`src/rtl/conv_scheduler_pkg.sv`:
```
// Shared definitions for the convolution window scheduler: FSM state encoding
// and the expected number of strided windows per frame.
package conv_scheduler_pkg;

   typedef enum logic [1:0] {
      ST_IDLE   = 2'd0,
      ST_STREAM = 2'd1,
      ST_DRAIN  = 2'd2,
      ST_DONE   = 2'd3
   } state_t;

   // Windows per frame; integer division truncates partial strides.
   function automatic int expected_count(input int width, input int height,
                                         input int filter, input int stride);
      return ((width - filter + 1) / stride) * ((height - filter + 1) / stride);
   endfunction

endpackage

```
`src/rtl/conv_scheduler_window_counter.sv`:
```
// Pixel x/y bookkeeping and strided-window detection for one raster frame.
// col/row report the last accepted pixel; window_valid is registered.
module window_counter #(
   parameter int IMAGE_WIDTH  = 64,
   parameter int IMAGE_HEIGHT = 32,
   parameter int FILTER_SIZE  = 5,
   parameter int STRIDE       = 4
) (
   input  logic                            clk,
   input  logic                            reset,
   input  logic                            clk_en,
   input  logic                            clear,
   input  logic                            accept,
   output logic [$clog2(IMAGE_WIDTH)-1:0]  col,
   output logic [$clog2(IMAGE_HEIGHT)-1:0] row,
   output logic                            window_valid,
   output logic                            last_pixel
);

   localparam int CW = $clog2(IMAGE_WIDTH);
   localparam int RW = $clog2(IMAGE_HEIGHT);
   localparam int NX = (IMAGE_WIDTH - FILTER_SIZE + 1) / STRIDE;
   localparam int NY = (IMAGE_HEIGHT - FILTER_SIZE + 1) / STRIDE;

   localparam logic [CW-1:0] COL_MAX = CW'(IMAGE_WIDTH - 1);
   localparam logic [RW-1:0] ROW_MAX = RW'(IMAGE_HEIGHT - 1);
   localparam logic [CW-1:0] WIN_X0  = CW'(FILTER_SIZE - 1);
   localparam logic [RW-1:0] WIN_Y0  = RW'(FILTER_SIZE - 1);
   localparam logic [CW-1:0] WIN_XN  = CW'(FILTER_SIZE - 1 + STRIDE * (NX - 1));
   localparam logic [RW-1:0] WIN_YN  = RW'(FILTER_SIZE - 1 + STRIDE * (NY - 1));
   localparam logic [CW-1:0] X_STEP  = CW'(STRIDE);
   localparam logic [RW-1:0] Y_STEP  = RW'(STRIDE);

   // Position of the next pixel and of the next window-completing column/row.
   // win_x/win_y stop at the last counted window, so partial strides never hit.
   logic [CW-1:0] x_pos, win_x;
   logic [RW-1:0] y_pos, win_y;
   logic          row_end, hit;

   assign row_end    = (x_pos == COL_MAX);
   assign last_pixel = row_end && (y_pos == ROW_MAX);
   assign hit        = (x_pos == win_x) && (y_pos == win_y);

   // NOTE: sequential state uses non-blocking assignments so every register
   // samples pre-edge values regardless of statement order.
   always_ff @(posedge clk) begin
      if (reset) begin
         x_pos        <= '0;
         y_pos        <= '0;
         win_x        <= WIN_X0;
         win_y        <= WIN_Y0;
         col          <= '0;
         row          <= '0;
         window_valid <= 1'b0;
      end else if (clk_en) begin
         if (clear) begin
            x_pos        <= '0;
            y_pos        <= '0;
            win_x        <= WIN_X0;
            win_y        <= WIN_Y0;
            col          <= '0;
            row          <= '0;
            window_valid <= 1'b0;
         end else begin
            window_valid <= accept && hit;
            if (accept) begin
               col <= x_pos;
               row <= y_pos;
               if (row_end) begin
                  x_pos <= '0;
                  win_x <= WIN_X0;
                  if (last_pixel) begin
                     y_pos <= '0;
                     win_y <= WIN_Y0;
                  end else begin
                     y_pos <= y_pos + RW'(1);
                     if ((y_pos == win_y) && (win_y != WIN_YN))
                        win_y <= win_y + Y_STEP;
                  end
               end else begin
                  x_pos <= x_pos + CW'(1);
                  if ((x_pos == win_x) && (win_x != WIN_XN))
                     win_x <= win_x + X_STEP;
               end
            end
         end
      end
   end

endmodule

```
`src/rtl/conv_scheduler.sv`:
```
// Frame scheduler for a strided convolution: accepts one raster frame of
// pixels, flags completed windows and waits for every datapath result.
module conv_scheduler
   import conv_scheduler_pkg::*;
#(
   parameter int IMAGE_WIDTH  = 64,
   parameter int IMAGE_HEIGHT = 32,
   parameter int FILTER_SIZE  = 5,
   parameter int STRIDE       = 4
) (
   input  logic                            clk,
   input  logic                            reset,
   input  logic                            clk_en,
   input  logic                            start,
   input  logic                            in_valid,
   output logic                            in_ready,
   output logic                            window_valid,
   output logic [$clog2(IMAGE_WIDTH)-1:0]  col,
   output logic [$clog2(IMAGE_HEIGHT)-1:0] row,
   input  logic                            result_valid,
   output logic                            busy,
   output logic                            frame_done,
   output logic                            overrun
);

   localparam int EXP_TOTAL = expected_count(IMAGE_WIDTH, IMAGE_HEIGHT, FILTER_SIZE, STRIDE);
   localparam int CNT_W     = $clog2(EXP_TOTAL + 1);
   localparam logic [CNT_W-1:0] EXP_CNT = CNT_W'(EXP_TOTAL);

   state_t           state, state_nxt;
   logic [CNT_W-1:0] res_cnt, res_cnt_nxt;
   logic             accept, frame_start, counting, res_hit, res_over, last_pixel;

   assign accept      = in_valid & in_ready & clk_en;
   assign frame_start = (state == ST_IDLE) & start & clk_en;
   assign counting    = (state == ST_STREAM) | (state == ST_DRAIN);
   assign res_hit     = counting & result_valid & (res_cnt != EXP_CNT);
   assign res_over    = counting & result_valid & (res_cnt == EXP_CNT);

   window_counter #(
      .IMAGE_WIDTH  (IMAGE_WIDTH),
      .IMAGE_HEIGHT (IMAGE_HEIGHT),
      .FILTER_SIZE  (FILTER_SIZE),
      .STRIDE       (STRIDE)
   ) u_window_counter (
      .clk          (clk),
      .reset        (reset),
      .clk_en       (clk_en),
      .clear        (frame_start),
      .accept       (accept),
      .col          (col),
      .row          (row),
      .window_valid (window_valid),
      .last_pixel   (last_pixel)
   );

   // NOTE: every always_comb output gets a default first so no path can
   // leave it unassigned and infer a latch.
   always_comb begin
      state_nxt   = state;
      res_cnt_nxt = res_hit ? res_cnt + CNT_W'(1) : res_cnt;
      case (state)
         ST_IDLE:   if (start) state_nxt = ST_STREAM;
         ST_STREAM: if (accept && last_pixel)
                       state_nxt = (res_cnt_nxt == EXP_CNT) ? ST_DONE : ST_DRAIN;
         ST_DRAIN:  if (res_cnt_nxt == EXP_CNT) state_nxt = ST_DONE;
         ST_DONE:   state_nxt = ST_IDLE;
         default:   state_nxt = ST_IDLE;
      endcase
   end

   // Outputs are decoded from the next state so they stay registered yet
   // line up with the state register.
   always_ff @(posedge clk) begin
      if (reset) begin
         state      <= ST_IDLE;
         res_cnt    <= '0;
         in_ready   <= 1'b0;
         busy       <= 1'b0;
         frame_done <= 1'b0;
         overrun    <= 1'b0;
      end else if (clk_en) begin
         state      <= state_nxt;
         res_cnt    <= frame_start ? '0 : res_cnt_nxt;
         in_ready   <= (state_nxt == ST_STREAM);
         busy       <= (state_nxt != ST_IDLE);
         frame_done <= (state_nxt == ST_DONE);
         if (frame_start)
            overrun <= 1'b0;
         else if (res_over)
            overrun <= 1'b1;
      end
   end

endmodule
```
`config.mk`:
```
export PLATFORM = sky130hd
export DESIGN_NAME = conv_scheduler
export DESIGN_NICKNAME = d
export VERILOG_FILES = /design/src/rtl/conv_scheduler_pkg.sv /design/src/rtl/conv_scheduler_window_counter.sv /design/src/rtl/conv_scheduler.sv
export SDC_FILE = /design/constraint.sdc
export NUM_CORES = 1
export LEC_CHECK = 0
export BUFFER_PORTS_ARGS = -buffer_cell sky130_fd_sc_hd__clkbuf_2
export CAP_MARGIN = 20
export CORE_UTILIZATION = 59
export CTS_CLUSTER_SIZE = 14
export DETAILED_ROUTE_END_ITERATION = 8
export HOLD_SLACK_MARGIN = 0.12
export PLACE_DENSITY = 0.77
export SETUP_SLACK_MARGIN = 0.15
export SYNTH_ARGS = -nofsm -noshare
export SYNTH_HDL_FRONTEND = slang
export SYNTH_SLANG_ARGS = --single-unit
```
`constraint.sdc`:
```
create_clock -name clk -period 2.8 [get_ports clk]
set_input_delay 0.28 -clock clk [delete_from_list [all_inputs] [get_ports clk]]
set_output_delay 0.28 -clock clk [all_outputs]
set_load 0.005 [all_outputs]
```
==> results of run 1 <==
==> layout by cell type (no fill, tap or decap), drive strengths merged, types with 2 or more instances in the layout <==
master,netlist,final
a21o,3,3
a31oi,4,4
o211ai,3,3
nand4,9,9
dfxtp,43,43
buf,6,3
nor2,24,24
mux2i,2,2
clkinv,1,3
and3,3,3
nor3,7,7
nand3,18,18
xor2,2,2
o21ai,13,13
a311oi,2,2
or4,2,2
and4,3,3
xnor2,6,6
clkbuf,10,26
o311ai,2,2
a211o,2,2
a21oi,36,36
inv,13,13
nor4,2,2
a211oi,2,2
nand2,40,40
nor2b,3,3
ha,14,14
==> through the flow <==
| step | util (%) | instance area [um2] | total power, mW | setup slack, ns | cells |
|---|---|---|---|---|---|
| final | 68.55 | 2547 | 1.181 | 0.6209 | 358 |
| after CTS | 68.55 | 2547 | 1.190 | 0.6307 | 358 |
| after global placement | 65.52 | 2435 | 0.7071 | 0.6965 | 350 |
| after floorplan | - | 2313 | 0.6840 | 0.7876 | 294 |
| after detailed placement | 65.52 | 2435 | 0.7083 | 0.6467 | 350 |
| after global routing | 68.55 | 2547 | 1.221 | 0.4889 | 358 |
==> worst max path at each step <==
stage	end	slack, ns	from
after global routing	busy	0.49	u_window_counter.y_pos[0]
after floorplan	state[0]	0.79	state[0]
final	busy	0.62	u_window_counter.y_pos[1]
after CTS	busy	0.63	u_window_counter.y_pos[1]
after detailed placement	busy	0.65	u_window_counter.y_pos[1]
after global placement	frame_done	0.70	u_window_counter.y_pos[0]
==> area by class of cell <==
type	count	area, um2	share of cell area (%)
clock buffer	5	68.82	2.701
sequential	43	860.8	33.79
tap	48	60.06	2.358
timing repair buffer	24	127.6	5.010
inverter	14	52.55	2.063
multi-input combinational	221	1334	52.36
clock inverter	3	43.79	1.719
==> metal layers <==
metal / vias to the layer above / wire [um] / global-route usage, %
li1: 1090 / - / -
met1: 967 / 2316 / 31.84
met2: 52 / 2247 / 43.42
met3: 10 / 204 / 5.634
met4: 0 / 85 / 10.83
met5: - / 0 / 0
==> power by group <==
part	switching (mW)	total, mW	internal [mW]
Clock	0.221	0.487	0.266
Combinational	0.0507	0.0734	0.0227
Sequential	0.00531	0.621	0.615
==> cell families (layout without fill, tap and decap cells) <==
kind of cell	after synthesis	count (layout)	synth area share, %
flops	43	43	37.21
fa+ha+maj	14	14	7.572
xor+xnor	8	8	3.029
simple gates	119	119	25.31
compound gates	78	78	20.88
mux	2	2	0.8654
buf+inv	30	46	5.138
==> cell usage after synthesis (4+ instances only) <==
library cell               count  area, um2
sky130_fd_sc_hd__nand2_1      40      150.1
sky130_fd_sc_hd__nand4_1       9      56.30
sky130_fd_sc_hd__xnor2_1       6      52.55
sky130_fd_sc_hd__ha_1         14      175.2
sky130_fd_sc_hd__a21oi_1      36      180.2
sky130_fd_sc_hd__inv_1        13      48.80
sky130_fd_sc_hd__nor2_1       24      90.09
sky130_fd_sc_hd__nand3_1      18      90.09
sky130_fd_sc_hd__dfxtp_1      43      860.8
sky130_fd_sc_hd__o21ai_0      13      65.06
sky130_fd_sc_hd__nor3_1        7      35.03
sky130_fd_sc_hd__a31oi_1       4      25.02
sky130_fd_sc_hd__clkbuf_1     10      37.54
==> worst min-delay path, delay by kind of cell <==
family / cells / cell delay [ns]
and+or+nand+nor: 1 / 0.14
buffers and inverters: 1 / 0.11
AOI/OAI and AO/OA: 1 / 0.08
==> state kept, by name (all words and copies together), names as in the netlist, 2 cells and up <==
name and flops:
u_window_counter.row 5, state 2, u_window_counter.y_pos 5, res_cnt 7, u_window_counter.win_x 4, u_window_counter.win_y 3, u_window_counter.x_pos 6, u_window_counter.col 6
==> flow_summary.html, run 1 <==
<table>
<tr><th>Metric</th><th>Value</th></tr>
<tr><th colspan="2">Hold path</th></tr>
<tr><td>Number of cells on the worst hold path</td><td>3</td></tr>
<tr><td>Hold endpoint</td><td>u_window_counter.col[2]</td></tr>
<tr><td>Worst hold path class</td><td>in2reg</td></tr>
<tr><td>Launch point of the worst hold path</td><td>in_valid</td></tr>
<tr><th colspan="2">Routing</th></tr>
<tr><td>DRC viols</td><td>0</td></tr>
<tr><td>Pre-Repair DR Iteration Count</td><td>4</td></tr>
<tr><td>Vias per Instance</td><td>5.919</td></tr>
<tr><td>Average wire per standard cell</td><td>13.56 um</td></tr>
<tr><td>Overall via count from detail_route</td><td>2119</td></tr>
<tr><td>Iteration-0 DRC Markers</td><td>212</td></tr>
<tr><td>Routed WL</td><td>4854 um</td></tr>
<tr><td>ANT nets after route</td><td>0</td></tr>
<tr><th colspan="2">Floorplan</th></tr>
<tr><td>Area of the die</td><td>4176 um2</td></tr>
<tr><td>Vertical die dimension</td><td>64.62 um</td></tr>
<tr><td>Core Rows</td><td>22</td></tr>
<tr><td>Area of the core region</td><td>3716 um2</td></tr>
<tr><td>Die span in x</td><td>64.62 um</td></tr>
<tr><td>Effective utilization at floorplan</td><td>62.26%</td></tr>
<tr><td>I/O Pins</td><td>22</td></tr>
<tr><th colspan="2">Global routing</th></tr>
<tr><td>First-pass GRT wire length</td><td>8466 um</td></tr>
<tr><td>Initial antenna violation count</td><td>0</td></tr>
<tr><td>Overflow left after global routing</td><td>0</td></tr>
<tr><td>Via count of the first global-routing pass</td><td>1960</td></tr>
<tr><td>Total routing resource utilization after global routing</td><td>25.88%</td></tr>
<tr><td>Pin count of the biggest net entering global routing</td><td>27</td></tr>
<tr><th colspan="2">Setup path</th></tr>
<tr><td>Logic depth of the worst setup path including buffers</td><td>8</td></tr>
<tr><td>Library cell appearing most often on the critical path</td><td>sky130_fd_sc_hd__nor3_1</td></tr>
<tr><td>Cell depth of the worst flop-to-flop path</td><td>8</td></tr>
<tr><td>Largest stage delay, worst path</td><td>0.45 ns</td></tr>
<tr><td>Reg2reg end</td><td>busy</td></tr>
<tr><td>Worst reg-to-reg setup slack</td><td>0.62 ns</td></tr>
<tr><td>List of cells traversed by the critical path</td><td>ha_1 &gt; and3_1 &gt; ha_1 &gt; inv_1 &gt; nor3_1 &gt; o311a_1 &gt; nor3_1 &gt; nor3_1</td></tr>
<tr><td>FF-to-FF Start</td><td>u_window_counter.y_pos[1]</td></tr>
<tr><td>Worst Setup End Kind</td><td>flop</td></tr>
<tr><td>Count of buffering cells on the critical path with inverters included</td><td>1</td></tr>
<tr><td>Worst path slowest cell</td><td>sky130_fd_sc_hd__dfxtp_1</td></tr>
<tr><td>Worst path required time</td><td>3.03 ns</td></tr>
<tr><td>Family with the most delay on the worst path</td><td>simple AND/OR/NAND/NOR gates</td></tr>
<tr><td>Max Fanout on Critical Path</td><td>9</td></tr>
<tr><td>CP startpoint kind</td><td>flop</td></tr>
<tr><td>Arrival time at the worst endpoint</td><td>2.40 ns</td></tr>
<tr><td>Crit Path Class</td><td>reg2reg</td></tr>
<tr><th colspan="2">Yosys</th></tr>
<tr><td>Number of enable-type register cells in the synthesized netlist</td><td>0</td></tr>
<tr><td>Number of warnings reported in the yosys synthesis log</td><td>0</td></tr>
<tr><td>Cell area after synthesis</td><td>2313 um2</td></tr>
<tr><td>Per-instance average area after synthesis</td><td>7.869 um2</td></tr>
<tr><td>Nets in the synthesized netlist</td><td>314</td></tr>
<tr><td>Post-Synthesis Cells</td><td>294</td></tr>
<tr><td>Post-synth ARST share</td><td>0%</td></tr>
<tr><td>Synthesis-stage register bit count</td><td>43</td></tr>
<tr><td>Most used flip-flop cell after synthesis</td><td>sky130_fd_sc_hd__dfxtp_1</td></tr>
<tr><td>Number of distinct library cells after synthesis</td><td>51</td></tr>
<tr><td>Sequential fraction of the synthesis area</td><td>37.21%</td></tr>
<tr><th colspan="2">Layout</th></tr>
<tr><td>Layout cells sized above 1</td><td>11.61%</td></tr>
<tr><td>Filler cell count in the final layout</td><td>340</td></tr>
<tr><td>Area added between synthesis and finish</td><td>10.11%</td></tr>
<tr><td>Ant diodes</td><td>0</td></tr>
<tr><td>Number of nets in the layout</td><td>329</td></tr>
<tr><th colspan="2">Clocking</th></tr>
<tr><td>Root Buffer</td><td>sky130_fd_sc_hd__clkbuf_8</td></tr>
<tr><td>Longest Clk Path Bufs</td><td>2</td></tr>
<tr><td>Worst-path clk slew</td><td>0.09 ns</td></tr>
<tr><td>Number of buffers inserted by hold repair at cts</td><td>0</td></tr>
<tr><td>Number of setup buffers added after CTS</td><td>0</td></tr>
<tr><td>H-tree lvl count</td><td>2</td></tr>
<tr><td>TritonCTS clock tree</td><td>built</td></tr>
<tr><td>Clock sink count</td><td>43</td></tr>
<tr><td>TritonCTS buffer count</td><td>5</td></tr>
<tr><td>Resize count post-CTS</td><td>0</td></tr>
<tr><td>Clock network latency to the later pin of the worst-skew pair</td><td>0.30 ns</td></tr>
<tr><th colspan="2">STA</th></tr>
<tr><td>F_max</td><td>0.4589 GHz</td></tr>
<tr><td>Final Cycle Share</td><td>77.82%</td></tr>
<tr><td>Endpoints failing hold</td><td>0</td></tr>
<tr><td>Clk_skew</td><td>0.006605 ns</td></tr>
<tr><td>RSZ-0062 raised after global routing</td><td>no</td></tr>
<tr><td>Setup total negative slack</td><td>0 ns</td></tr>
<tr><td>Worst rel slew slack</td><td>61.60%</td></tr>
<tr><td>Worst hold slack after final layout</td><td>0.3503 ns</td></tr>
<tr><td>Final period demand of the worst path</td><td>2.179 ns</td></tr>
<tr><td>Actual slew at the worst max-slew pin</td><td>0.5721 ns</td></tr>
<tr><td>Number of endpoints failing setup at the final stage</td><td>0</td></tr>
<tr><td>Max-slew violations</td><td>0</td></tr>
<tr><th colspan="2">Placed design</th></tr>
<tr><td>Input/output buffers</td><td>21</td></tr>
<tr><td>Gp weighted congestion</td><td>0.8525</td></tr>
<tr><td>HPWL after detailed placement</td><td>3423 um</td></tr>
<tr><th colspan="2">Power and ir drop</th></tr>
<tr><td>Leakage power total</td><td>0.9053 nW</td></tr>
<tr><td>VDD IR max</td><td>0.0003165 V</td></tr>
<tr><td>Total power per unit cell area</td><td>463.4 nW/um2</td></tr>
<tr><th colspan="2">Outcome</th></tr>
<tr><td>Result of the run</td><td>finished clean</td></tr>
<tr><th colspan="2">Job</th></tr>
<tr><td>Max-cap viol count</td><td>0</td></tr>
</table>
No activity file was read; power rests on OpenSTA's default activity.
==> run 2, diff against run 1 <==
ABC_AREA = 1   (was default)
clock period = 2.1 ns   (was 2.8 ns; I/O delays follow)
==> run 2 against run 1 <==
  * Register-to-register slack lost 0.36 ns
  * Combinational power grew to 2.7 times the previous value
  * Non-clock buffer count grew 3
  * Fmax grew 18%
  * Hold slack lost 0.040 ns
  * Largest cell class unchanged
  * Setup slack lost 0.36 ns
  * Total power grew 28%
  * Final cell count grew 18%
  * Synthesized area grew 5.2%
  * Synthesized cell count grew 19%
  * Global-route usage shrank 0.61 points
  * Largest power group unchanged
  * Flip-flop and latch count is the same
==> flow_summary.html, run 2 <==
<table>
<tr><th>Metric</th><th>Value</th></tr>
<tr><th colspan="2">Clocking</th></tr>
<tr><td>Number of buffers inserted by hold repair at cts</td><td>0 (unchanged)</td></tr>
<tr><td>Longest Clk Path Bufs</td><td>2 (unchanged)</td></tr>
<tr><td>H-tree lvl count</td><td>2 (unchanged)</td></tr>
<tr><td>Clock sink count</td><td>43 (unchanged)</td></tr>
<tr><td>TritonCTS buffer count</td><td>5 (unchanged)</td></tr>
<tr><td>Clock network latency to the later pin of the worst-skew pair</td><td>0.29 ns (about the same)</td></tr>
<tr><td>Worst-path clk slew</td><td>0.07 ns (-0.02 ns)</td></tr>
<tr><td>Root Buffer</td><td>sky130_fd_sc_hd__clkbuf_8</td></tr>
<tr><td>TritonCTS clock tree</td><td>built</td></tr>
<tr><th colspan="2">Floorplan</th></tr>
<tr><td>Vertical die dimension</td><td>66.24 um (+2.5%)</td></tr>
<tr><td>Core Rows</td><td>22 (unchanged)</td></tr>
<tr><td>Area of the die</td><td>4388 um2 (+5.1%)</td></tr>
<tr><td>Area of the core region</td><td>3799 um2 (+2.2%)</td></tr>
<tr><td>I/O Pins</td><td>22 (unchanged)</td></tr>
<tr><td>Die span in x</td><td>66.24 um (+2.5%)</td></tr>
<tr><td>Effective utilization at floorplan</td><td>64.10% (+1.8 points)</td></tr>
<tr><th colspan="2">Routing</th></tr>
<tr><td>DRC viols</td><td>0 (unchanged)</td></tr>
<tr><td>Overall via count from detail_route</td><td>2242 (+5.8%)</td></tr>
<tr><td>ANT nets after route</td><td>0 (unchanged)</td></tr>
<tr><td>Average wire per standard cell</td><td>12.32 um (-9.2%)</td></tr>
<tr><td>Vias per Instance</td><td>5.313 (-10%)</td></tr>
<tr><td>Routed WL</td><td>5197 um (+7.1%)</td></tr>
<tr><td>Pre-Repair DR Iteration Count</td><td>4 (unchanged)</td></tr>
<tr><td>Iteration-0 DRC Markers</td><td>226 (+6.6%)</td></tr>
<tr><th colspan="2">Placed design</th></tr>
<tr><td>Post-place instance area</td><td>2584 um2 (+6.1%)</td></tr>
<tr><td>Gp weighted congestion</td><td>0.8328 (-2.3%)</td></tr>
<tr><td>Input/output buffers</td><td>21 (unchanged)</td></tr>
<tr><td>HPWL after detailed placement</td><td>3834 um (+12%)</td></tr>
<tr><th colspan="2">Outcome</th></tr>
<tr><td>Result of the run</td><td>finished clean</td></tr>
<tr><th colspan="2">Yosys</th></tr>
<tr><td>Most frequent cell after synthesis</td><td>sky130_fd_sc_hd__nand2_1</td></tr>
<tr><td>Post-synth ARST share</td><td>0% (unchanged)</td></tr>
<tr><td>Post-Synthesis Cells</td><td>350 (+19%)</td></tr>
<tr><td>Cell types occupying the most area after synthesis</td><td>sky130_fd_sc_hd__dfxtp_1 35%, sky130_fd_sc_hd__nand2_1 17%, sky130_fd_sc_hd__a21oi_1 7.6%, sky130_fd_sc_hd__ha_1 7.2%, sky130_fd_sc_hd__nand3_1 4.9%</td></tr>
<tr><td>Cell area after synthesis</td><td>2435 um2 (+5.2%)</td></tr>
<tr><td>Synthesis-stage register bit count</td><td>43 (unchanged)</td></tr>
<tr><td>Most used flip-flop cell after synthesis</td><td>sky130_fd_sc_hd__dfxtp_1</td></tr>
<tr><td>Nets in the synthesized netlist</td><td>370 (+18%)</td></tr>
<tr><td>Number of warnings reported in the yosys synthesis log</td><td>0 (unchanged)</td></tr>
<tr><td>Number of distinct library cells after synthesis</td><td>32 (-37%)</td></tr>
<tr><td>Synth top area share</td><td>35.35% (-1.9 points)</td></tr>
<tr><td>Leading area contributor after synthesis</td><td>sky130_fd_sc_hd__dfxtp_1</td></tr>
<tr><td>Number of enable-type register cells in the synthesized netlist</td><td>0 (unchanged)</td></tr>
<tr><td>Commonest cells in the netlist</td><td>108 x sky130_fd_sc_hd__nand2_1, 43 x sky130_fd_sc_hd__dfxtp_1, 37 x sky130_fd_sc_hd__a21oi_1, 29 x sky130_fd_sc_hd__inv_1, 24 x sky130_fd_sc_hd__nand3_1</td></tr>
<tr><td>Sequential fraction of the synthesis area</td><td>35.35% (-1.9 points)</td></tr>
<tr><td>Per-instance average area after synthesis</td><td>6.957 um2 (-12%)</td></tr>
<tr><th colspan="2">Global routing</th></tr>
<tr><td>Overflow left after global routing</td><td>0 (unchanged)</td></tr>
<tr><td>Pin count of the biggest net entering global routing</td><td>33 (+22%)</td></tr>
<tr><td>Total routing resource utilization after global routing</td><td>25.27% (-0.61 points)</td></tr>
<tr><td>Initial antenna violation count</td><td>0 (unchanged)</td></tr>
<tr><td>First-pass GRT wire length</td><td>8611 um (+1.7%)</td></tr>
<tr><td>Via count of the first global-routing pass</td><td>1995 (+1.8%)</td></tr>
<tr><th colspan="2">Setup path</th></tr>
<tr><td>Largest stage delay, worst path</td><td>0.55 ns (+0.10 ns)</td></tr>
<tr><td>Crit Path Class</td><td>reg2reg</td></tr>
<tr><td>Family with the most delay on the worst path</td><td>simple AND/OR/NAND/NOR gates</td></tr>
<tr><td>Reg2reg end</td><td>u_window_counter.win_y[2]</td></tr>
<tr><td>Max Fanout on Critical Path</td><td>4 (-5)</td></tr>
<tr><td>Worst path required time</td><td>2.28 ns (-0.75 ns)</td></tr>
<tr><td>FF-to-FF Start</td><td>u_window_counter.y_pos[0]</td></tr>
<tr><td>Cell depth of the worst flop-to-flop path</td><td>9 (+1)</td></tr>
<tr><td>Library cell appearing most often on the critical path</td><td>sky130_fd_sc_hd__nand2_1</td></tr>
<tr><td>Arrival time at the worst endpoint</td><td>2.02 ns (-0.38 ns)</td></tr>
<tr><td>Worst Setup End Kind</td><td>flop</td></tr>
<tr><td>Worst path slowest cell</td><td>sky130_fd_sc_hd__nor4_1</td></tr>
<tr><td>Count of buffering cells on the critical path with inverters included</td><td>1 (unchanged)</td></tr>
<tr><td>Worst reg-to-reg setup slack</td><td>0.26 ns (-0.36 ns)</td></tr>
<tr><td>CP startpoint kind</td><td>flop</td></tr>
<tr><td>List of cells traversed by the critical path</td><td>inv_1 &gt; ha_1 &gt; nand2_1 &gt; nor4_1 &gt; nand2_1 &gt; nand2_1 &gt; nand2_2 &gt; a21oi_1 &gt; nand2_1</td></tr>
<tr><th colspan="2">STA</th></tr>
<tr><td>Endpoints failing hold</td><td>0 (unchanged)</td></tr>
<tr><td>RSZ-0062 raised after global routing</td><td>yes</td></tr>
<tr><td>Max-slew violations</td><td>0 (unchanged)</td></tr>
<tr><td>Actual slew at the worst max-slew pin</td><td>0.6148 ns (+0.04267 ns)</td></tr>
<tr><td>Worst rel slew slack</td><td>58.63% (-3.0 points)</td></tr>
<tr><td>Final period demand of the worst path</td><td>1.840 ns (-0.3394 ns)</td></tr>
<tr><td>Setup total negative slack</td><td>0 ns (unchanged)</td></tr>
<tr><td>Final Cycle Share</td><td>87.60% (+9.8 points)</td></tr>
<tr><td>Clk_skew</td><td>0.006184 ns (-0.0004208 ns)</td></tr>
<tr><td>F_max</td><td>0.5436 GHz (+18%)</td></tr>
<tr><td>Number of endpoints failing setup at the final stage</td><td>0 (unchanged)</td></tr>
<tr><th colspan="2">Power and ir drop</th></tr>
<tr><td>Leakage power total</td><td>1.134 nW (+25%)</td></tr>
<tr><td>Clk network pwr share</td><td>31.0% (-10 points)</td></tr>
<tr><td>Share of total power in combinational logic</td><td>13.0% (+6.8 points)</td></tr>
<tr><td>Total power per unit cell area</td><td>552.2 nW/um2 (+19%)</td></tr>
<tr><td>Net switching share of the total power</td><td>26.17% (+2.7 points)</td></tr>
<tr><td>Cell Int Power</td><td>1.115 mW (+23%)</td></tr>
<tr><td>Register share of total power</td><td>56.0% (+3.4 points)</td></tr>
<tr><td>Net switching power</td><td>0.3950 mW (+43%)</td></tr>
<tr><td>VDD IR max</td><td>0.0004554 V (+44%)</td></tr>
<tr><th colspan="2">Layout</th></tr>
<tr><td>Ant diodes</td><td>0 (unchanged)</td></tr>
<tr><td>Regs by FF count</td><td>res_cnt (7), u_window_counter.col (6), u_window_counter.x_pos (6)</td></tr>
<tr><td>Filler cell count in the final layout</td><td>326 (-4.1%)</td></tr>
<tr><td>Number of nets in the layout</td><td>395 (+20%)</td></tr>
<tr><td>Most frequent standard cell in the layout excluding fill and tap cells</td><td>sky130_fd_sc_hd__nand2_1</td></tr>
<tr><td>Design Area, Final</td><td>2734 um2 (+7.3%)</td></tr>
<tr><td>Leading cell types in the layout, fill and taps excluded</td><td>104 x sky130_fd_sc_hd__nand2_1, 37 x sky130_fd_sc_hd__a21oi_1, 37 x sky130_fd_sc_hd__dfxtp_1, 26 x sky130_fd_sc_hd__inv_1, 24 x sky130_fd_sc_hd__nand3_1</td></tr>
<tr><td>Largest register by flop count</td><td>res_cnt</td></tr>
<tr><td>Layout cells sized above 1</td><td>23.53% (+12 points)</td></tr>
<tr><td>Area added between synthesis and finish</td><td>12.28%</td></tr>
<tr><td>Max reg flops</td><td>7 (unchanged)</td></tr>
<tr><th colspan="2">Hold path</th></tr>
<tr><td>Worst hold path class</td><td>in2reg</td></tr>
<tr><td>Hold endpoint</td><td>overrun</td></tr>
<tr><td>Launch point of the worst hold path</td><td>clk_en</td></tr>
<tr><td>Number of cells on the worst hold path</td><td>3 (unchanged)</td></tr>
<tr><th colspan="2">Job</th></tr>
<tr><td>Max-cap viol count</td><td>0 (unchanged)</td></tr>
</table>
==> run 2: changes by cell type after synthesis, sizes merged, moves of 4 or more <==
cell    previous run  this run
clkbuf            10         6
a31oi              4         0
xnor2              6         1
nand2             40       115
nand4              9         3
nand3             18        27
a21oi             36        41
inv               13        40
==> run 2: final cells by class <==
type,instances,area (um2),area share (%)
repair buffers,27,150.1,5.492
inverters,42,160.2,5.858
clock buffers,6,72.57,2.654
flip-flops and latches,43,873.3,31.95
multi-input cells,256,1418,51.85
well taps,48,60.06,2.197
==> run 2: per-stage QoR <==
step	cells	hold slack, ns	setup WS (ns)	utilization (%)	power (mW)
after floorplan	350	0.3684	0.3507	-	0.9956
after global placement	414	0.4350	0.2383	68.02	1.042
after detailed placement	414	0.4437	0.1202	68.02	1.045
after CTS	420	0.2857	0.1632	69.96	1.513
after global routing	422	0.3080	0.1298	71.97	1.575
final	422	0.3104	0.2604	71.97	1.510
==> run 2: cell families (layout without fill, tap and decap cells) <==
logic type,Yosys count,after routing,share of synthesized area [%]
AO/OA/AOI/OAI,58,58,12.80
AND/OR/NAND/NOR,179,179,34.48
flip-flops,43,43,35.35
adder cells (fa/ha/maj),14,14,7.194
XOR/XNOR,5,5,1.798
buffers and inverters,51,75,8.376
==> run 2: worst min-delay path, stage by stage <==
cell and delay, ns:
sky130_fd_sc_hd__clkbuf_2 0.17, sky130_fd_sc_hd__nand3_1 0.12, sky130_fd_sc_hd__a21oi_1 0.05
==> run 2: worst max-delay path by stage <==
stage,startpoint,end,cells past startpoint
floorplan,state[0],state[0],15
global placement,state[0],busy,15
detailed placement,state[0],in_ready,15
CTS,state[0],in_ready,15
global route,res_cnt[2],in_ready,12
finish,u_window_counter.y_pos[0],u_window_counter.win_y[2],9
==> run 2: repair_timing <==
action                                  CTS  global route
endpoints found under the setup margin    3            11
pin swaps                                 0             7
buffers inserted                          0             2
gates resized for setup                   1            21
==> run 2: power by group through the flow <==
stage,Sequential (mW),Combinational (mW),Clock [mW]
after floorplan,0.859,0.136,0
after global placement,0.864,0.178,0
after detailed placement,0.864,0.181,0
after CTS,0.846,0.182,0.485
after global routing,0.847,0.218,0.509
final,0.846,0.196,0.468
==> run 2: per-layer routing <==
metal	vias up	wire length, um	global-route usage, %	share of wire, %
met5	-	0	0	0
met4	0	45	6.383	0.87
met3	7	183	4.138	3.5
met2	52	2498	44.13	48
met1	1009	2470	32.00	48
li1	1174	-	-	-
==> run 3, diff against run 2 <==
PLACE_DENSITY = 0.87   (was 0.77)
==> run 3 against run 2 <==
  * Clock skew is 0.0032 ns higher
  * Core utilization hardly changed
  * Global-route usage is 0.34 points higher
  * Sequential power hardly changed
  * Final cell count is 0.24% lower
  * Fmax is 0.77% higher
  * Routed wire length is 0.31% lower
  * Sequential share of layout area is 0.20 points lower
  * Hold slack worse by 0.025 ns
  * Die area stayed put
  * Flip-flop and latch count stayed put
  * Clock power is 63% higher
  * Largest cell class unchanged
  * Highest routed layer unchanged
==> flow_summary.html, run 3 (same netlist as run 2, synthesis figures left out) <==
<table>
<tr><th>Metric</th><th>Value</th></tr>
<tr><th colspan="2">Outcome</th></tr>
<tr><td>Result of the run</td><td>finished clean</td></tr>
<tr><th colspan="2">Clocking</th></tr>
<tr><td>Clock sink count</td><td>43 (unchanged)</td></tr>
<tr><td>Clock network latency to the later pin of the worst-skew pair</td><td>0.30 ns (about the same)</td></tr>
<tr><td>TritonCTS buffer count</td><td>5 (unchanged)</td></tr>
<tr><td>H-tree lvl count</td><td>2 (unchanged)</td></tr>
<tr><td>Worst-path clk slew</td><td>0.08 ns (about the same)</td></tr>
<tr><td>TritonCTS clock tree</td><td>built</td></tr>
<tr><td>Number of buffers inserted by hold repair at cts</td><td>0 (unchanged)</td></tr>
<tr><td>Root Buffer</td><td>sky130_fd_sc_hd__clkbuf_8</td></tr>
<tr><td>Longest Clk Path Bufs</td><td>2 (unchanged)</td></tr>
<tr><td>Number of setup buffers added after CTS</td><td>0 (unchanged)</td></tr>
<tr><th colspan="2">Layout</th></tr>
<tr><td>Number of nets in the layout</td><td>392 (-0.76%)</td></tr>
<tr><td>Most frequent standard cell in the layout excluding fill and tap cells</td><td>sky130_fd_sc_hd__nand2_1</td></tr>
<tr><td>Regs by FF count</td><td>res_cnt (7), u_window_counter.col (6), u_window_counter.x_pos (6)</td></tr>
<tr><td>Max reg flops</td><td>7 (unchanged)</td></tr>
<tr><td>Layout cells sized above 1</td><td>21.45% (-2.1 points)</td></tr>
<tr><td>Area added between synthesis and finish</td><td>12.33% (about the same)</td></tr>
<tr><td>Post-layout util</td><td>72.00% (about the same)</td></tr>
<tr><td>Leading cell types in the layout, fill and taps excluded</td><td>107 x sky130_fd_sc_hd__nand2_1, 39 x sky130_fd_sc_hd__dfxtp_1, 37 x sky130_fd_sc_hd__a21oi_1, 27 x sky130_fd_sc_hd__inv_1, 24 x sky130_fd_sc_hd__nand3_1</td></tr>
<tr><td>Largest register by flop count</td><td>res_cnt</td></tr>
<tr><td>Design Area, Final</td><td>2735 um2 (about the same)</td></tr>
<tr><td>Ant diodes</td><td>0 (unchanged)</td></tr>
<tr><th colspan="2">Hold path</th></tr>
<tr><td>Worst hold path class</td><td>in2reg</td></tr>
<tr><th colspan="2">Placed design</th></tr>
<tr><td>Post-place instance area</td><td>2576 um2 (-0.29%)</td></tr>
<tr><td>Gp weighted congestion</td><td>0.8657 (+4.0%)</td></tr>
<tr><td>Worst setup slack after placement</td><td>0.1421 ns (+0.02192 ns)</td></tr>
<tr><td>HPWL after detailed placement</td><td>3671 um (-4.3%)</td></tr>
<tr><td>Input/output buffers</td><td>21 (unchanged)</td></tr>
<tr><th colspan="2">Global routing</th></tr>
<tr><td>Pin count of the biggest net entering global routing</td><td>33 (unchanged)</td></tr>
<tr><td>Overflow left after global routing</td><td>0 (unchanged)</td></tr>
<tr><td>First-pass GRT wire length</td><td>8597 um (-0.16%)</td></tr>
<tr><td>Via count of the first global-routing pass</td><td>2028 (+1.7%)</td></tr>
<tr><td>Initial antenna violation count</td><td>0 (unchanged)</td></tr>
<tr><td>Total routing resource utilization after global routing</td><td>25.62% (+0.34 points)</td></tr>
<tr><th colspan="2">Power and ir drop</th></tr>
<tr><td>Total power per unit cell area</td><td>657.8 nW/um2 (+19%)</td></tr>
<tr><td>Leakage power total</td><td>1.139 nW (+0.43%)</td></tr>
<tr><td>Power Total</td><td>1.799 mW (+19%)</td></tr>
<tr><td>VDD IR max</td><td>0.0005100 V (+12%)</td></tr>
<tr><th colspan="2">STA</th></tr>
<tr><td>Worst rel slew slack</td><td>66.53% (+7.9 points)</td></tr>
<tr><td>RSZ-0062 raised after global routing</td><td>no</td></tr>
<tr><td>F_max</td><td>0.5478 GHz (+0.77%)</td></tr>
<tr><td>Number of endpoints failing setup at the final stage</td><td>0 (unchanged)</td></tr>
<tr><td>Setup total negative slack</td><td>0 ns (unchanged)</td></tr>
<tr><td>Setup slack after layout</td><td>0.2745 ns (+0.01414 ns)</td></tr>
<tr><td>Max-slew violations</td><td>0 (unchanged)</td></tr>
<tr><td>Actual slew at the worst max-slew pin</td><td>0.4975 ns (-0.1173 ns)</td></tr>
<tr><td>Final Cycle Share</td><td>86.93% (-0.67 points)</td></tr>
<tr><td>Endpoints failing hold</td><td>0 (unchanged)</td></tr>
<tr><td>Final period demand of the worst path</td><td>1.826 ns (-0.01414 ns)</td></tr>
<tr><td>Clk_skew</td><td>0.009397 ns (+0.003213 ns)</td></tr>
<tr><th colspan="2">Setup path</th></tr>
<tr><td>Worst Setup End Kind</td><td>flop</td></tr>
<tr><td>CP startpoint kind</td><td>flop</td></tr>
<tr><td>Worst reg-to-reg setup slack</td><td>0.27 ns (about the same)</td></tr>
<tr><td>Arrival time at the worst endpoint</td><td>2.05 ns (+0.03 ns)</td></tr>
<tr><td>Crit Path Class</td><td>reg2reg</td></tr>
<tr><td>Max Fanout on Critical Path</td><td>6 (+2)</td></tr>
<tr><td>Worst path required time</td><td>2.33 ns (+0.05 ns)</td></tr>
<tr><th colspan="2">Routing</th></tr>
<tr><td>Iteration-0 DRC Markers</td><td>190 (-16%)</td></tr>
<tr><td>Routed WL</td><td>5181 um (-0.31%)</td></tr>
<tr><td>Vias per Instance</td><td>5.435 (+2.3%)</td></tr>
<tr><td>Pre-Repair DR Iteration Count</td><td>5 (+1)</td></tr>
<tr><td>DRC viols</td><td>0 (unchanged)</td></tr>
<tr><td>ANT nets after route</td><td>0 (unchanged)</td></tr>
<tr><td>Overall via count from detail_route</td><td>2288 (+2.1%)</td></tr>
<tr><td>Average wire per standard cell</td><td>12.31 um (about the same)</td></tr>
<tr><th colspan="2">Floorplan</th></tr>
<tr><td>Effective utilization at floorplan</td><td>64.10% (unchanged)</td></tr>
<tr><td>Area of the core region</td><td>3799 um2 (unchanged)</td></tr>
<tr><td>Die span in x</td><td>66.24 um (unchanged)</td></tr>
<tr><td>I/O Pins</td><td>22 (unchanged)</td></tr>
<tr><td>Area of the die</td><td>4388 um2 (unchanged)</td></tr>
<tr><td>Vertical die dimension</td><td>66.24 um (unchanged)</td></tr>
<tr><td>Core Rows</td><td>22 (unchanged)</td></tr>
<tr><th colspan="2">Job</th></tr>
<tr><td>Max-cap viol count</td><td>0 (unchanged)</td></tr>
</table>
-- run 3: changes by cell type in the layout (fill, tap and decap cells not counted), sizes merged --
cell,before,now
buf,6,3
bufinv,0,2
clkbuf,27,26
clkinvlp,0,1
-- run 3: per-stage QoR --
step | hold WS (ns) | cells
after floorplan | 0.3684 | 350
after global placement | 0.4376 | 413
after detailed placement | 0.4583 | 413
after CTS | 0.2791 | 421
after global routing | 0.2901 | 421
final | 0.2858 | 421
-- run 3: final cells by class --
type	count	area [um2]
multi-input cells	256	1385
inverters	42	157.7
clock buffers	5	68.82
well taps	48	60.06
flip-flops and latches	43	868.3
fillers	301	1064
repair buffers	24	127.6
clock inverters	3	67.56
-- run 3: report_power, final --
group          internal, mW  total [mW]  switching, mW  leakage [nW]
logic                0.0605       0.188          0.127         0.725
clock network         0.474       0.765          0.291        0.0644
registers             0.829       0.846         0.0175         0.349
-- run 3: routing by layer --
layer	global-route usage, %	vias up	wire length [um]	part of all wire [%]
li1	-	1169	-	-
met1	31.22	1065	2394	46
met2	42.86	43	2506	48
met3	5.862	11	190	3.7
met4	10.90	0	89	1.7
met5	0	-	0	0
-- run 3: timing repair --
item | CTS | global route
setup endpoints to repair | 4 | 9
resized for setup | 1 | 8
pin swaps | 0 | 1
-- run 3: critical path, stage by stage, from the launching register on --
cell,delay [ns]
sky130_fd_sc_hd__dfxtp_1,0.41
sky130_fd_sc_hd__inv_1,0.08
sky130_fd_sc_hd__ha_1,0.19
sky130_fd_sc_hd__nand2_1,0.07
sky130_fd_sc_hd__nand3b_4,0.15
sky130_fd_sc_hd__nand2_4,0.07
sky130_fd_sc_hd__nand2_1,0.05
sky130_fd_sc_hd__o21ai_1,0.08
sky130_fd_sc_hd__nor2_1,0.14
sky130_fd_sc_hd__nand3_1,0.10
sky130_fd_sc_hd__nand2_1,0.08
sky130_fd_sc_hd__nand3_2,0.06
sky130_fd_sc_hd__nand2_2,0.07
sky130_fd_sc_hd__nand2_2,0.08
sky130_fd_sc_hd__a21oi_2,0.12
-- run 3: path summary, 6_finish.rpt --
| check | cells past startpoint | from | to |
|---|---|---|---|
| hold / removal | 3 | clk_en | overrun |
| hold reg to reg | 2 | u_window_counter.window_valid | u_window_counter.window_valid |
| setup / recovery | 14 | res_cnt[1] | state[0] |
| setup reg to reg | 14 | res_cnt[1] | state[0] |
